--- src/rtl/img_buf_pkg.sv ---
// Shared types and defaults for the image buffer arbiter.
package img_buf_pkg;

    localparam int IMG_BUF_DEPTH = 98;

    typedef enum logic {
        S_SERVE = 1'b0,
        S_CLEAR = 1'b1
    } arb_state_t;

    typedef enum logic [1:0] {
        GNT_NONE = 2'd0,
        GNT_WR   = 2'd1,
        GNT_RD   = 2'd2,
        GNT_CLR  = 2'd3
    } gnt_t;

endpackage

--- src/rtl/img_buf_rr_arbiter.sv ---
// Two-way round-robin arbiter: bit 0 = write, bit 1 = read, one-hot grant.
module img_buf_rr_arbiter (
    input  logic       clk,
    input  logic       rst_n,
    input  logic [1:0] req,
    output logic [1:0] gnt
);

    // Pointer only moves when both requesters compete; reset favours write.
    logic prefer_rd_q;

    always_comb begin
        gnt = req;
        if (req == 2'b11) begin
            gnt = prefer_rd_q ? 2'b10 : 2'b01;
        end
    end

    always_ff @(posedge clk or negedge rst_n) begin
        if (!rst_n) begin
            prefer_rd_q <= 1'b0;
        end else if (req == 2'b11) begin
            prefer_rd_q <= ~prefer_rd_q;
        end
    end

endmodule

--- src/rtl/image_buffer_arbiter.sv ---
// Shares the single-port image RAM between controller writes, BNN reads and a clear sweep.
// Define IMG_BUF_RR_EN for round-robin write/read arbitration; default is write-over-read priority.
module image_buffer_arbiter
    import img_buf_pkg::*;
#(
    parameter int DATA_W = 8,
    parameter int ADDR_W = 7,
    parameter int DEPTH  = IMG_BUF_DEPTH
) (
    input  logic                       clk,
    input  logic                       rst_n,
    input  logic                       wr_req,
    input  logic [ADDR_W-1:0]          wr_addr,
    input  logic [DATA_W-1:0]          wr_data,
    output logic                       wr_grant,
    input  logic                       rd_req,
    input  logic [ADDR_W-1:0]          rd_addr,
    output logic                       rd_grant,
    output logic                       rd_valid,
    output logic [DATA_W-1:0]          rd_data,
    input  logic                       clear_req,
    output logic                       buffer_full,
    output logic                       buffer_empty,
    output logic                       addr_err,
    output logic                       mem_en,
    output logic                       mem_we,
    output logic [ADDR_W-1:0]          mem_addr,
    output logic [DATA_W-1:0]          mem_wdata,
    input  logic [DATA_W-1:0]          mem_rdata,
    output arb_state_t                 dbg_state,
    output logic [$clog2(DEPTH+1)-1:0] dbg_count
);

    localparam int CNT_W = $clog2(DEPTH + 1);
    localparam logic [CNT_W-1:0]  DEPTH_C  = CNT_W'(DEPTH);
    localparam logic [ADDR_W:0]   DEPTH_A  = (ADDR_W + 1)'(DEPTH);
    localparam logic [ADDR_W-1:0] LAST_PTR = ADDR_W'(DEPTH - 1);

    arb_state_t        state, state_d;
    logic [CNT_W-1:0]  count, count_d;
    logic [ADDR_W-1:0] ptr, ptr_d;
    logic              full_q, empty_q;
    logic              rd_valid_q, rd_oor_q, addr_err_q;
    logic [DATA_W-1:0] rd_hold_q;
    gnt_t              gnt_sel;

    logic serve, wr_ok, wr_in, rd_in;

    assign serve = (state == S_SERVE) && !clear_req;
    assign wr_ok = wr_req && !full_q;
    assign wr_in = {1'b0, wr_addr} < DEPTH_A;
    assign rd_in = {1'b0, rd_addr} < DEPTH_A;

`ifdef IMG_BUF_RR_EN
    logic [1:0] arb_req, arb_gnt;

    assign arb_req = {serve && rd_req, serve && wr_ok};

    img_buf_rr_arbiter u_rr (
        .clk   (clk),
        .rst_n (rst_n),
        .req   (arb_req),
        .gnt   (arb_gnt)
    );

    assign wr_grant = arb_gnt[0];
    assign rd_grant = arb_gnt[1];
`else
    assign wr_grant = serve && wr_ok;
    assign rd_grant = serve && rd_req && !wr_ok;
`endif

    always_comb begin
        gnt_sel = GNT_NONE;
        if (state == S_CLEAR) begin
            gnt_sel = GNT_CLR;
        end else if (wr_grant) begin
            gnt_sel = GNT_WR;
        end else if (rd_grant) begin
            gnt_sel = GNT_RD;
        end
    end

    // Out-of-range granted accesses never reach the RAM.
    always_comb begin
        mem_en    = 1'b0;
        mem_we    = 1'b0;
        mem_addr  = '0;
        mem_wdata = '0;
        case (gnt_sel)
            GNT_CLR: begin
                mem_en   = 1'b1;
                mem_we   = 1'b1;
                mem_addr = ptr;
            end
            GNT_WR: begin
                if (wr_in) begin
                    mem_en    = 1'b1;
                    mem_we    = 1'b1;
                    mem_addr  = wr_addr;
                    mem_wdata = wr_data;
                end
            end
            GNT_RD: begin
                if (rd_in) begin
                    mem_en   = 1'b1;
                    mem_addr = rd_addr;
                end
            end
            default: ;
        endcase
    end

    always_comb begin
        state_d = state;
        count_d = count;
        ptr_d   = ptr;
        case (state)
            S_SERVE: begin
                if (clear_req) begin
                    state_d = S_CLEAR;
                    ptr_d   = '0;
                end else if (wr_grant && wr_in && (count != DEPTH_C)) begin
                    count_d = count + 1'b1;
                end
            end
            S_CLEAR: begin
                if (ptr == LAST_PTR) begin
                    ptr_d   = '0;
                    count_d = '0;
                    state_d = S_SERVE;
                end else begin
                    ptr_d = ptr + 1'b1;
                end
            end
            default: state_d = S_SERVE;
        endcase
    end

    always_ff @(posedge clk or negedge rst_n) begin
        if (!rst_n) begin
            state      <= S_SERVE;
            count      <= '0;
            ptr        <= '0;
            full_q     <= 1'b0;
            empty_q    <= 1'b1;
            rd_valid_q <= 1'b0;
            rd_oor_q   <= 1'b0;
            rd_hold_q  <= '0;
            addr_err_q <= 1'b0;
        end else begin
            state      <= state_d;
            count      <= count_d;
            ptr        <= ptr_d;
            full_q     <= (count_d == DEPTH_C);
            empty_q    <= (count_d == '0) && (state_d == S_SERVE);
            rd_valid_q <= rd_grant;
            rd_oor_q   <= rd_grant && !rd_in;
            addr_err_q <= (wr_grant && !wr_in) || (rd_grant && !rd_in);
            if (rd_valid_q) begin
                rd_hold_q <= rd_data;
            end
        end
    end

    // RAM data lands one cycle after the grant; hold it for later cycles.
    assign rd_data      = rd_valid_q ? (rd_oor_q ? '0 : mem_rdata) : rd_hold_q;
    assign rd_valid     = rd_valid_q;
    assign addr_err     = addr_err_q;
    assign buffer_full  = full_q;
    assign buffer_empty = empty_q;
    assign dbg_state    = state;
    assign dbg_count    = count;

endmodule
--- config.mk ---
export PLATFORM = sky130hd
export DESIGN_NAME = image_buffer_arbiter
export DESIGN_NICKNAME = d
export VERILOG_FILES = /design/src/rtl/img_buf_pkg.sv /design/src/rtl/img_buf_rr_arbiter.sv /design/src/rtl/image_buffer_arbiter.sv
export SDC_FILE = /design/constraint.sdc
export NUM_CORES = 1
export LEC_CHECK = 0
export CAP_MARGIN = 20
export CORE_ASPECT_RATIO = 0.75
export CORE_MARGIN = 2
export CORE_UTILIZATION = 30
export DETAILED_ROUTE_END_ITERATION = 7
export HOLD_SLACK_MARGIN = 0.06
export PLACE_DENSITY_LB_ADDON = 0.08
export REMOVE_ABC_BUFFERS = 1
export SETUP_SLACK_MARGIN = 0.3
export SLEW_MARGIN = 5
export SYNTH_ARGS = -nofsm -noshare
export SYNTH_HDL_FRONTEND = slang
export SYNTH_SLANG_ARGS = --single-unit
--- constraint.sdc ---
create_clock -name clk -period 6.1 [get_ports clk]
set_input_delay 1.22 -clock clk [delete_from_list [all_inputs] [get_ports clk]]
set_output_delay 1.22 -clock clk [all_outputs]
set_load 0.1 [all_outputs]
==> out/qor.txt <==
Routed length per instance - 12.8 microns
Area leader, netlist - dfrtp_1
Syn Area/Cell - 8.85 sq um
Yosys synthesis warning count - 0
Layout cell share with drive strength beyond 1 - 11.8%
First drt pass iteration count - 5
Final Max Slew Viols - 0
Via density per instance - 4.82
RSZ-0062 raised after global routing - no
Routed Antenna Nets - 0
Post-CTS Repair Setup Buffers - 0
Register area share after synthesis - 43.1%
Type of the worst setup path - in -> out
Setup violators final - 0
Starting Density - 30.8%
Pleak - 0.00108 uW
Post-Synthesis Cells - 184
Worst skew pair latency - 0.27 ns
Drc violations - 0
First-pass GRT wire length - 6770 microns
Worst Path Max Fanout - 21
Max_slew headroom - 32.9%
Synth cell types - 43
Area Overhead vs Synth - 50.3%
Core Util, Final - 46.2%
Max-cap viol count - 0
Max Root-Sink Buffers - 2
# IOs - 74
Root buf cell - clkbuf_8
Most common cell in the synthesized netlist - o21ai_0
Clk slew on worst S/H paths - 0.09 ns
Die area - 0.00604 sq mm
Core Rows - 23
WP data arrival - 3.63 ns
Setup crit start kind - input pin
Post-CTS Resized - 0
Worst-margin pin slew - 1.00 ns
Final period utilization - 79.5%
Top post-synthesis cells by area - dfrtp_1 (41%), o21ai_0 (9.8%), inv_1 (4.8%), a222oi_1 (4.3%), nand2_1 (3.7%)
Predominant post-synthesis flop cell - dfrtp_1
Reg2reg start - dbg_state
Setup TNS - 0 ns
CTS tree - built
DIE WIDTH - 89.1 microns
Top cells by count, synth - o21ai_0 (32), dfrtp_1 (27), inv_1 (21)
Cell depth of the worst flop-to-flop path - 5
Area share of the largest cell type after synthesis - 41.5%
Vias in the first global route - 1426
Port bufs - 73
FF+latch count, synth - 28
Htree depth - 1
Type of the tightest min-delay check - reg -> reg
R2r setup slk - 3.11 ns
Core region area - 0.00530 sq mm
Asr flop ratio synth - 100%
Die Y - 67.8 microns
Crit path time final - 4.85 ns
Final hold vios - 0
CP Capture Type - output port
Syn Std Cell Area - 0.00163 sq mm
Pin count of the biggest net entering global routing - 29
Hold_buf cts - 0
CP startpoint - wr_addr[3]
Post-detail-place hpwl - 3230 microns
Global-route usage over all layers - 14.5%
Final layout net count - 295
Clk sink count - 28
Required time worst endpoint - 4.88 ns
Worst vdd ir - 289 uV
Achievable Freq - 0.206 GHz
Status - finished, final reports clean
Ant diodes - 0
GP Congestion - 0.817
Number of synthesized flops with an enable pin - 0
Crit path capture - mem_addr[6]
Drt initial violations - 124
Terminus of the critical flop-to-flop path - buffer_full
PD cells - 447 mW/mm^2
Final WL - 4220 microns
CTS Buf Count - 3
Vias - 1592
Antenna violations before repair - 0
Clock Skews - 0.00199 ns
Gr ovfl total - 0
==> power by group <==
part           switching, uW  internal (uW)  total, uW  leakage [uW]
combinational            485            167        652      0.000706
clock                   55.0           87.8        143     0.0000357
sequential              63.7            235        299      0.000335
total                    604            490       1090       0.00108
==> registers in the layout, summed over array words and instances (netlist names) <==
signal        flops
dbg_count         7
ptr               7
dbg_state         1
buffer_empty      1
rd_hold_q         8
buffer_full       1
addr_err          1
rd_valid          1
rd_oor_q          1
==> cell usage in the layout, fill, tap and decap left out, types with 2 or more instances in the layout <==
cell,instances
nor2_1,8
nand2b_1,3
a222oi_1,7
dfrtp_1,27
and3_1,3
nand4_1,5
and2_1,8
inv_1,21
ha_1,4
nand2_1,16
buf_4,18
clkbuf_8,3
o22ai_1,2
clkdlybuf4s50_1,56
o21ai_0,32
a21oi_1,2
a31oi_1,2
nand3_1,10
nor2b_1,2
==> how the worst min path moves through the flow <==
stage	depth (start not counted)	from	end
final	2	rd_hold_q[0]	rd_hold_q[0]
after global placement	2	rd_hold_q[4]	rd_hold_q[4]
after floorplan	2	rd_hold_q[0]	rd_hold_q[0]
after detailed placement	2	rd_hold_q[0]	rd_hold_q[0]
after CTS	2	rd_hold_q[0]	rd_hold_q[0]
after global routing	2	rd_hold_q[7]	rd_hold_q[7]
==> area by class of cell <==
type | count | area, sq um
clock buffers | 3 | 41.3
clock inverters | 1 | 30.0
fillers | 531 | 2850
inverters | 21 | 78.8
multi-input cells | 128 | 807
flip-flops and latches | 28 | 702
well taps | 75 | 93.8
repair buffers | 74 | 696
==> stage by stage <==
stage | total power (uW) | instances | area, sq um | worst slack (ns) | hold slack (ns)
floorplan | 797 | 177 | 1590 | 1.48 | 0.488
global placement | 956 | 326 | 2380 | 1.30 | 0.513
detailed placement | 955 | 326 | 2380 | 1.25 | 0.522
CTS | 1100 | 330 | 2450 | 1.25 | 0.535
global route | 1160 | 330 | 2450 | 1.04 | 0.570
finish | 1090 | 330 | 2450 | 1.25 | 0.525
==> cell families after synthesis <==
kind of cell	count (synthesis)	synth area share, %
mux	1	0.614
fa+ha+maj	4	3.07
flops	28	43.1
xor+xnor	1	0.538
buf+inv	28	7.37
compound gates	54	21.6
simple gates	68	23.7
==> metal layers <==
| metal | vias to the layer above | track usage [%] | wire length [microns] |
|---|---|---|---|
| li1 | 810 | - | - |
| met1 | 701 | 21.0 | 2070 |
| met2 | 79 | 21.6 | 1680 |
| met3 | 2 | 5.31 | 460 |
| met4 | 0 | 1.68 | 13 |
| met5 | - | 0 | 0 |
==> critical path: stages <==
cell,delay [ns]
clkdlybuf4s50_1,0.42
or4_1,0.62
a31oi_2,0.78
a222oi_1,0.21
inv_1,0.10
buf_4,0.29
(Power assumes the default switching activity.)
